`src/rtl/rf_pkg.sv`:
```
// Shared widths and FSM state type for the register-file preloader.
package rf_pkg;
  localparam int RF_ADDR_W = 5;
  localparam int RF_DATA_W = 32;
  localparam int RF_DEPTH  = 32;

  typedef enum logic [1:0] {
    IDLE  = 2'd0,
    CLEAR = 2'd1,
    LOAD  = 2'd2,
    FLUSH = 2'd3
  } rf_preload_state_t;
endpackage

```
`src/rtl/rf_preloader_if.sv`:
```
// Preload beat stream into rf_preloader.
// A beat transfers on a rising edge where in_valid and in_ready are both 1; a master holds
// in_valid and the beat fields stable until that edge, and in_ready never depends on in_valid.
interface rf_preloader_if;
  logic                         in_valid;
  logic                         in_ready;
  logic                         in_last;
  logic [rf_pkg::RF_ADDR_W-1:0] in_addr;
  logic [rf_pkg::RF_DATA_W-1:0] in_data;

  modport master (output in_valid, in_addr, in_data, in_last, input in_ready);
  modport slave  (input in_valid, in_addr, in_data, in_last, output in_ready);
endinterface

```
`src/rtl/rf_write_mux.sv`:
```
// Combinational selector for the regfile write port: processor pass-through when idle,
// the clear sweep while clearing, and the registered preload beat while loading/flushing.
module rf_write_mux
  import rf_pkg::*;
(
  input  rf_preload_state_t      state_i,
  input  logic                   proc_we_i,
  input  logic [RF_ADDR_W-1:0]   proc_waddr_i,
  input  logic [RF_DATA_W-1:0]   proc_wdata_i,
  input  logic                   beat_we_i,
  input  logic [RF_ADDR_W-1:0]   beat_addr_i,
  input  logic [RF_DATA_W-1:0]   beat_data_i,
  input  logic [RF_ADDR_W-1:0]   clr_addr_i,
  output logic                   rf_we_o,
  output logic [RF_ADDR_W-1:0]   rf_waddr_o,
  output logic [RF_DATA_W-1:0]   rf_wdata_o
);
  always_comb begin
    rf_we_o    = proc_we_i;
    rf_waddr_o = proc_waddr_i;
    rf_wdata_o = proc_wdata_i;
    case (state_i)
      CLEAR: begin
        rf_we_o    = 1'b1;
        rf_waddr_o = clr_addr_i;
        rf_wdata_o = '0;
      end
      LOAD, FLUSH: begin
        // Processor writeback is dropped for the whole session.
        rf_we_o    = beat_we_i;
        rf_waddr_o = beat_addr_i;
        rf_wdata_o = beat_data_i;
      end
      default: ;
    endcase
  end
endmodule

```
`src/rtl/rf_preloader.sv`:
```
// Register-file preloader: holds the processor and streams {addr,data} beats into the regfile.
// Define RF_PRELOAD_CLEAR_EN to zero r1..r31 before each load session.
module rf_preloader
  import rf_pkg::*;
#(
  parameter int MAX_BEATS = 32,
  parameter int CNT_W     = 6
) (
  input  logic                 clock,
  input  logic                 reset,
  input  logic                 start,
  rf_preloader_if.slave        beat,
  input  logic                 proc_we,
  input  logic [RF_ADDR_W-1:0] proc_waddr,
  input  logic [RF_DATA_W-1:0] proc_wdata,
  output logic                 rf_we,
  output logic [RF_ADDR_W-1:0] rf_waddr,
  output logic [RF_DATA_W-1:0] rf_wdata,
  output logic                 proc_hold,
  output logic                 busy,
  output logic                 done,
  output logic [CNT_W-1:0]     load_count,
  output logic                 err_r0,
  output logic                 err_ovf,
  output rf_preload_state_t    state_o
);
  localparam logic [CNT_W-1:0] MAX_CNT   = CNT_W'(MAX_BEATS);
  localparam logic [CNT_W-1:0] LAST_SLOT = CNT_W'(MAX_BEATS - 1);

  rf_preload_state_t    state_q;
  logic                 beat_we_q;
  logic [RF_ADDR_W-1:0] beat_addr_q;
  logic [RF_DATA_W-1:0] beat_data_q;
  logic [CNT_W-1:0]     cnt_q, cnt_d;
  logic                 err_r0_q, err_ovf_q;
  logic                 accept;
  logic [RF_ADDR_W-1:0] clr_addr;

`ifdef RF_PRELOAD_CLEAR_EN
  logic [RF_ADDR_W-1:0] clr_addr_q;
  assign clr_addr = clr_addr_q;
`else
  assign clr_addr = '0;
`endif

  assign beat.in_ready = (state_q == LOAD);
  assign accept        = beat.in_valid && beat.in_ready;
  assign cnt_d         = (cnt_q == MAX_CNT) ? cnt_q : cnt_q + CNT_W'(1);

  always_ff @(posedge clock) begin
    if (reset) begin
      state_q     <= IDLE;
      beat_we_q   <= 1'b0;
      beat_addr_q <= '0;
      beat_data_q <= '0;
      cnt_q       <= '0;
      err_r0_q    <= 1'b0;
      err_ovf_q   <= 1'b0;
`ifdef RF_PRELOAD_CLEAR_EN
      clr_addr_q  <= '0;
`endif
    end else begin
      beat_we_q <= 1'b0;
      case (state_q)
        IDLE: begin
          if (start) begin
            cnt_q     <= '0;
            err_r0_q  <= 1'b0;
            err_ovf_q <= 1'b0;
`ifdef RF_PRELOAD_CLEAR_EN
            state_q    <= CLEAR;
            clr_addr_q <= RF_ADDR_W'(1);
`else
            state_q    <= LOAD;
`endif
          end
        end
`ifdef RF_PRELOAD_CLEAR_EN
        CLEAR: begin
          clr_addr_q <= clr_addr_q + RF_ADDR_W'(1);
          if (clr_addr_q == RF_ADDR_W'(RF_DEPTH - 1)) state_q <= LOAD;
        end
`endif
        LOAD: begin
          if (accept) begin
            // r0 beats are counted and flagged but never written.
            beat_we_q   <= (beat.in_addr != '0);
            beat_addr_q <= beat.in_addr;
            beat_data_q <= beat.in_data;
            cnt_q       <= cnt_d;
            if (beat.in_addr == '0) err_r0_q <= 1'b1;
            if (beat.in_last || cnt_q == LAST_SLOT) begin
              state_q <= FLUSH;
              if (!beat.in_last) err_ovf_q <= 1'b1;
            end
          end
        end
        FLUSH:   state_q <= IDLE;
        default: state_q <= IDLE;
      endcase
    end
  end

  rf_write_mux u_mux (
    .state_i      (state_q),
    .proc_we_i    (proc_we),
    .proc_waddr_i (proc_waddr),
    .proc_wdata_i (proc_wdata),
    .beat_we_i    (beat_we_q),
    .beat_addr_i  (beat_addr_q),
    .beat_data_i  (beat_data_q),
    .clr_addr_i   (clr_addr),
    .rf_we_o      (rf_we),
    .rf_waddr_o   (rf_waddr),
    .rf_wdata_o   (rf_wdata)
  );

  assign proc_hold  = (state_q != IDLE);
  assign busy       = (state_q != IDLE);
  assign done       = (state_q == FLUSH);
  assign load_count = cnt_q;
  assign err_r0     = err_r0_q;
  assign err_ovf    = err_ovf_q;
  assign state_o    = state_q;
endmodule

```
`src/flat_wrapper.sv`:
```
// flat-port wrapper written by rule: the top's interface ports become plain ports
module rf_preloader_flat import rf_pkg::*;
#(
  parameter int MAX_BEATS = 32,
  parameter int CNT_W     = 6
)
  (clock, reset, start, proc_we, proc_waddr, proc_wdata, rf_we, rf_waddr, rf_wdata, proc_hold, busy, done, load_count, err_r0, err_ovf, state_o, beat_in_valid, beat_in_addr, beat_in_data, beat_in_last, beat_in_ready);
  rf_preloader_if beat_i ();
  input  logic clock;
  input  logic reset;
  input  logic start;
  input  logic proc_we;
  input  logic [RF_ADDR_W-1:0] proc_waddr;
  input  logic [RF_DATA_W-1:0] proc_wdata;
  output logic rf_we;
  output logic [RF_ADDR_W-1:0] rf_waddr;
  output logic [RF_DATA_W-1:0] rf_wdata;
  output logic proc_hold;
  output logic busy;
  output logic done;
  output logic [CNT_W-1:0] load_count;
  output logic err_r0;
  output logic err_ovf;
  output rf_preload_state_t state_o;
  input wire logic [$bits(beat_i.in_valid)-1:0] beat_in_valid;
  input wire logic [$bits(beat_i.in_addr)-1:0] beat_in_addr;
  input wire logic [$bits(beat_i.in_data)-1:0] beat_in_data;
  input wire logic [$bits(beat_i.in_last)-1:0] beat_in_last;
  output wire logic [$bits(beat_i.in_ready)-1:0] beat_in_ready;
  assign beat_i.in_valid = beat_in_valid;
  assign beat_i.in_addr = beat_in_addr;
  assign beat_i.in_data = beat_in_data;
  assign beat_i.in_last = beat_in_last;
  assign beat_in_ready = beat_i.in_ready;
  rf_preloader #(.MAX_BEATS(MAX_BEATS), .CNT_W(CNT_W)) u_core (.clock(clock), .reset(reset), .start(start), .beat(beat_i), .proc_we(proc_we), .proc_waddr(proc_waddr), .proc_wdata(proc_wdata), .rf_we(rf_we), .rf_waddr(rf_waddr), .rf_wdata(rf_wdata), .proc_hold(proc_hold), .busy(busy), .done(done), .load_count(load_count), .err_r0(err_r0), .err_ovf(err_ovf), .state_o(state_o));
endmodule
```
`config.mk`:
```
export PLATFORM = sky130hd
export DESIGN_NAME = rf_preloader_flat
export DESIGN_NICKNAME = d
export VERILOG_FILES = /design/src/rtl/rf_pkg.sv /design/src/rtl/rf_preloader_if.sv /design/src/rtl/rf_write_mux.sv /design/src/rtl/rf_preloader.sv /design/src/flat_wrapper.sv
export SDC_FILE = /design/constraint.sdc
export NUM_CORES = 1
export LEC_CHECK = 0
export ABC_AREA = 1
export CAP_MARGIN = 5
export CORE_AREA = 3 3 86 88
export DETAILED_ROUTE_END_ITERATION = 6
export DIE_AREA = 0 0 89 91
export GPL_ROUTABILITY_DRIVEN = 0
export PLACE_DENSITY = 0.86
export SETUP_SLACK_MARGIN = 0.3
export SLEW_MARGIN = 20
export SYNTH_ARGS = -nofsm -noshare
export SYNTH_HDL_FRONTEND = slang
export SYNTH_SLANG_ARGS = --single-unit
export TNS_END_PERCENT = 30
```
`constraint.sdc`:
```
create_clock -name clock -period 1.1 [get_ports clock]
set_input_delay 0.22 -clock clock [delete_from_list [all_inputs] [get_ports clock]]
set_output_delay 0.22 -clock clock [all_outputs]
set_load 0.005 [all_outputs]
```
==> summary.md, run 1 <==
| Metric | Value |
|---|---|
| Yosys Warn Count | 0 |
| Internal | 3.63 mW |
| Buf/Inv on CP | 5 |
| Count of cell types in the netlist | 27 |
| Crit path DAT | approximately 1.5 ns |
| Critical path required time | 0.88 ns |
| Num CTS Buffers | 5 |
| Starting DRC count in detailed routing | 91 |
| CP delay by family, top | buffers and inverters |
| Final min period | 1.70 ns |
| Final setup viols | 92 |
| Total Routing Usage GR | a little over a fifth |
| Max-cap violation count | 0 |
| Area Growth Syn to Fin | 90.8% |
| Setup ws final | -0.596 ns |
| Die area | 8100 um2 |
| Number of nets in the layout | 615 |
| Synth top area share | 40.9% |
| Syn Nets | 425 |
| Vias in the first global route | between 2000 and 3000 |
| Die width | 89 um |
| Worst-path maximum fanout | 6 |
| Slowest cell on the critical path | dfxtp_4 |
| Most frequent cells in the layout | clkdlybuf4s50_1 (79), inv_1 (56), buf_4 (46) |
| Fin Hold WS | 0.459 ns |
| Num rows | 30 |
| Crit Path Category | reg2out |
| Synth area leader | dfxtp_1 |
| Cts hold-fix bufs | 0 |
| CTS tree | yes |
| Cell Area, Synth | 2350 um2 |
| Clock Pin Slew Worst Setup and Hold Paths | 0.08 ns |
| CP Capture Type | output pin |
| Final-layout fill cell count | 551 |
| Mapped Cells | 343 |
| Most common cell after layout, fill and taps aside | clkdlybuf4s50_1 |
| Worst IR drop on VDD | 0.675 mV |
| First-pass GRT wire length | around 14000 um |
| Antenna Cells | 0 |
| Clk pwr share | 18.5% |
| Vias | 2978 |
| Switching power | between 1.5 and 2 mW |
| PwrDens | 1180 nW/um2 |
| Post-Place Cells | 582 |
| Initial antenna violation count | 0 |
| Yosys reg bits | 48 |
| Max Fclk | 590 MHz |
| Clock Skew | approximately 0.0063 ns |
| Non-filler instance count after layout | 613 |
| Status | finished, violations left |
| DP HPWL | 5730 um |
| Core area | around 6700 um2 |
| Largest net degree at the start of global routing | 39 |
| Synth top area cells | dfxtp_1 (41%), o21ai_0 (14%), inv_1 (9.3%) |
| Congestion Overflow GR | 0 |
| Slew Limit Headroom | between 80% and 90% |
| Comb pwr share | 44.7% |
| Clock buffer depth | 2 |
| Sw frac | 31.4% |
| Leak | 1.98 nW |
| Vias per cell | 4.86 |
| HP Class | reg2reg |
| I/O pin count | 132 |
| Failing checks | setup timing |
| Routed Antenna Nets | 0 |
| Tcrit/Tclk final | 154% |
| Final hold vios | 0 |
| Initial Util | 35.0% |
| DRC viols | 0 |
| Slew Viols, Final | 0 |
| IO Port Bufs | roughly 130 |
| DIE HEIGHT | 91 um |
| Post-Route WL | just over 9000 um |
| Worst path max stage delay | 0.36 ns |
| Worst-Skew Late Latency | 0.29 ns |
| DR pass1 iterations | 4 |
| RSZ-0062 raised after global routing | yes |
| Tightest Pin Transition | between 0.2 and 0.25 ns |
| Sequential Power Share | 36.9% |
| Syn Area/Cell | approximately 6.9 um2 |
| H-tree levels | 2 |
| WL per Instance | 14.8 um |
| Seq/Total Area, Yosys | 40.9% |
| Most common cell type on the critical path | buf_12 |
| CP Launch Type | flop |
| Clk sinks | 48 |
| Clock root cell | clkbuf_8 |
| Layout cell share with drive strength beyond 1 | 37.1% |
| CP Cell Sequence | nor2_4, buf_12, buf_6, buf_12, buf_16, nand2_1, o21ai_1, buf_2 |
==> layer usage <==
layer / track usage [%] / routed length [um] / vias up
met4: 5.09 / 131 / 0
met2: 38.9 / 4810 / 104
met5: 0 / 0 / -
met1: 24.8 / 3620 / 1382
li1: - / - / 1479
met3: 4.45 / 520 / 13
==> kinds of logic after synthesis <==
group / Yosys count / share of synthesized area, %
buffers and inverters: 82 / 15.0
AND/OR/NAND/NOR: 91 / 17.1
AO/OA/AOI/OAI: 120 / 26.0
adder cells (fa/ha/maj): 2 / 1.06
flip-flops: 48 / 40.9
==> state kept, by name (all words and copies together), names as in the netlist <==
name                cells
u_core.beat_data_q     32
u_core.state_o          2
u_core.err_r0           1
u_core.load_count       6
u_core.err_ovf          1
u_core.beat_we_q        1
u_core.beat_addr_q      5
==> path summary, 6_finish.rpt <==
kind	slack [ns]	to	startpoint	cells past startpoint
max	-0.60	rf_waddr[2]	u_core.state_o[0]$_SDFFE_PP0P_	8
min	0.46	u_core.beat_data_q[1]$_SDFFE_PP0P_	u_core.beat_data_q[1]$_SDFFE_PP0P_	2
max reg2reg	-0.44	u_core.load_count[3]$_SDFFE_PP0P_	u_core.state_o[1]$_SDFFE_PP0P_	11
min reg2reg	0.46	u_core.beat_data_q[1]$_SDFFE_PP0P_	u_core.beat_data_q[1]$_SDFFE_PP0P_	2
==> power by group through the flow <==
stage          clock (mW)  sequential (mW)  combinational (mW)
4_1_cts             0.999             1.95                2.23
3_5_place_dp            0             1.99                1.87
5_1_grt              1.08             1.96                2.53
6_report            0.979             1.95                2.36
2_1_floorplan           0             1.98               0.804
3_3_place_gp            0             1.98                1.82
==> per-stage QoR <==
step | worst slack [ns] | power, mW | util, % | instance area [um2] | setup TNS, ns
2_1_floorplan | -0.0458 | 2.79 | - | 2480 | -0.135
3_3_place_gp | -0.471 | 3.80 | 61.5 | 4130 | -34.67
3_5_place_dp | -0.505 | 3.85 | 61.5 | 4130 | -35.93
4_1_cts | -0.582 | 5.18 | 65.0 | 4370 | -31.26
5_1_grt | -0.659 | 5.58 | 66.8 | 4490 | -40.55
6_report | -0.596 | 5.29 | 66.8 | 4490 | -34.01
==> cell usage after synthesis (all sizes together) <==
| library cell | count |
|---|---|
| o211ai | 1 |
| nand4 | 2 |
| nand3 | 10 |
| nand3b | 1 |
| inv | 60 |
| o21ai | 77 |
| nand2 | 55 |
| buf | 14 |
| nor2 | 20 |
| dfxtp | 48 |
| o22a | 1 |
| clkbuf | 8 |
| ha | 2 |
| and3 | 1 |
| a21oi | 41 |
| nor3 | 2 |
==> worst min-delay path, stage by stage, from the launching register on <==
cell	delay (ns)
dfxtp_1	0.30
inv_1	0.06
a21oi_1	0.06
==> repair_timing <==
action                                  CTS  global route
setup buffers                            15             2
gates resized for setup                 279            39
endpoints found under the setup margin  100           100
cloned                                    7             0
pin swaps                                 4             3
==> area by class of cell <==
class / count / area, um2 / area share (%)
timing repair buffer: 202 / 1850 / 41.2
tap: 80 / 100 / 2.23
clock buffer: 6 / 72.6 / 1.62
timing repair inverter: 3 / 28.8 / 0.641
clock inverter: 1 / 5.00 / 0.112
multi-input combinational: 213 / 1200 / 26.8
inverter: 60 / 244 / 5.44
sequential: 48 / 982 / 21.9
Note: power is estimated with default switching activity, not from simulation.
==> run 2, diff against run 1 <==
--- a/config.mk
+++ b/config.mk
@@ -7,9 +7,9 @@
 export LEC_CHECK = 0
 export ABC_AREA = 1
 export CAP_MARGIN = 5
-export CORE_AREA = 3 3 86 88
+export CORE_AREA = 4 4 87 89
 export DETAILED_ROUTE_END_ITERATION = 6
-export DIE_AREA = 0 0 89 91
+export DIE_AREA = 0 0 91 93
 export GPL_ROUTABILITY_DRIVEN = 0
 export PLACE_DENSITY = 0.86
 export SETUP_SLACK_MARGIN = 0.3
==> run 2 against run 1 <==
The run still ends with setup timing left. Combinational power is 6% lower. Final area is 0.25% higher. Clock skew is 0.0028 ns higher. Flip-flop and latch count stayed put. Wire length is 6.3% lower. Critical path type unchanged. Largest cell class unchanged. Utilization is 0.20 points lower.
==> summary.md, run 2 (synthesis results as in run 1) <==
| Metric | Value |
|---|---|
| Worst IR drop on VDD | 0.612 mV |
| Design Power | 5.34 mW |
| WL per Instance | 14.1 um |
| Slew Limit Headroom | 85.2% |
| Largest register FFs | 32 |
| Core area | 6760 um2 |
| Post-Place Cells | 584 |
| Cts hold-fix bufs | 0 |
| Antenna Cells | 0 |
| Worst path max stage delay | 0.37 ns |
| Critical path required time | 0.88 ns |
| Clock Pin Slew Worst Setup and Hold Paths | 0.09 ns |
| Layout cell share with drive strength beyond 1 | between 30% and 40% |
| HP Class | reg2reg |
| DIE HEIGHT | 93 um |
| Area Growth Syn to Fin | 91.3% |
| First-pass GRT wire length | 13700 um |
| CP Launch Type | flop |
| Core Util, Final | 66.6% |
| RSZ-0062 raised after global routing | yes |
| Most frequent cells in the layout | clkdlybuf4s50_1 (79), inv_1 (56), o21ai_1 (47) |
| Most common cell after layout, fill and taps aside | clkdlybuf4s50_1 |
| CP Capture Type | output pin |
| Vias per cell | approximately 4.8 |
| Worst-path maximum fanout | 8 |
| IO Port Bufs | roughly 130 |
| Crit path DAT | 1.42 ns |
| Die width | 91 um |
| Failing checks | setup timing |
| Routed Antenna Nets | 0 |
| Leak | 1.97 nW |
| Num rows | 30 |
| Slowest cell on the critical path | dfxtp_4 |
| DRC viols | 0 |
| DP HPWL | 6030 um |
| Final min period | 1.64 ns |
| Vias | 2865 |
| Initial antenna violation count | 0 |
| Max-cap violation count | 0 |
| Worst-Skew Late Latency | 0.30 ns |
| H-tree levels | 2 |
| CP Cell Sequence | nor2_4, buf_12, buf_8, buf_12, nand2_4, o21ai_1, buf_2 |
| Crit Path Category | reg2out |
| PwrDens | 1190 nW/um2 |
| Largest net degree at the start of global routing | 50 |
| Clock Skew | 0.00907 ns |
| Number of nets in the layout | 603 |
| Die area | 8460 um2 |
| Clk sinks | 48 |
| Initial Util | roughly a third |
| Clock buffer depth | 2 |
| Max Fclk | between 600 and 700 MHz |
| Largest reg by FF count | u_core.beat_data_q |
| Num CTS Buffers | 5 |
| Status | finished, violations left |
| Tcrit/Tclk final | 149% |
| Post-DP Area | 4190 um2 |
| Post-Route WL | around 8500 um |
| Most common cell type on the critical path | buf_12 |
| Final setup viols | 92 |
| Total Routing Usage GR | 19.7% |
| Final Cell Area | 4500 um2 |
| Tightest Pin Transition | ~0.22 ns |
| Congestion Overflow GR | 0 |
| Starting DRC count in detailed routing | 63 |
| CTS tree | yes |
| Slew Viols, Final | 0 |
| Final hold vios | 0 |
| I/O pin count | 132 |
| Vias in the first global route | 3039 |
| Non-filler instance count after layout | 602 |
| DR pass1 iterations | 4 |
| Setup ws final | -0.537 ns |
| Clock root cell | clkbuf_8 |
run 2: cell types whose count changed in the layout (fill, tap and decap cells not counted), moves of 4 or more:
| cell | previous run | this run |
|---|---|---|
| nand2_1 | 26 | 30 |
| o21ai_0 | 20 | 2 |
| buf_4 | 46 | 41 |
| nand2_2 | 24 | 14 |
| buf_12 | 6 | 11 |
| nand2_4 | 5 | 11 |
| o21ai_2 | 15 | 27 |
| buf_6 | 20 | 14 |
| o21ai_1 | 42 | 47 |
run 2: critical path: cells and delay by family, from the launching register on:
kind	cells	cell delay [ns]
flip-flops	1	0.37
AO/OA/AOI/OAI	1	0.07
buffers and inverters	4	0.50
AND/OR/NAND/NOR	2	0.18
run 2: path summary, 6_finish.rpt:
check,slack [ns],cells after the start,endpoint,startpoint
max,-0.54,7,rf_waddr[4],u_core.state_o[1]$_SDFFE_PP0P_
min,0.45,2,u_core.err_ovf$_SDFFE_PP0P_,u_core.err_ovf$_SDFFE_PP0P_
max reg2reg,-0.27,10,u_core.load_count[4]$_SDFFE_PP0P_,u_core.state_o[1]$_SDFFE_PP0P_
min reg2reg,0.45,2,u_core.err_ovf$_SDFFE_PP0P_,u_core.err_ovf$_SDFFE_PP0P_
run 2: final cells by class:
type | count | area (um2)
tap | 80 | 100
multi-input combinational | 213 | 1290
fill | 570 | 2260
clock inverter | 2 | 11.3
clock buffer | 6 | 93.8
inverter | 60 | 235
sequential | 48 | 983
timing repair buffer | 193 | 1780
run 2: stage by stage:
step           setup TNS, ns  hold slack [ns]  worst slack, ns
2_1_floorplan         -0.135            0.292          -0.0458
3_3_place_gp          -33.00            0.435           -0.464
4_1_cts               -26.25            0.457           -0.518
3_5_place_dp          -35.28            0.442           -0.485
5_1_grt               -32.42            0.481           -0.606
6_report              -26.00            0.452           -0.537
run 2: power breakdown:
group | internal [mW] | switching (mW) | leakage, nW
clock | 0.584 | 0.583 | 0.0566
combinational | 1.23 | 0.997 | 1.52
sequential | 1.88 | 0.0665 | 0.397
total | 3.70 | 1.65 | 1.97
run 2: per-layer routing:
metal	track usage, %	vias to the layer above	wire length, um
met1	21.6	1290	3450
li1	-	1463	-
met3	4.34	12	474
met5	0	-	0
met2	38.0	100	4440
met4	5.15	0	143
run 2: timing repair:
action                     4_1_cts  5_1_grt
gates cloned                     2        0
setup endpoints to repair      100      100
hold endpoints to repair         0        0
pin swaps                        2        0
resized for setup              302       42
buffers inserted                 8        0
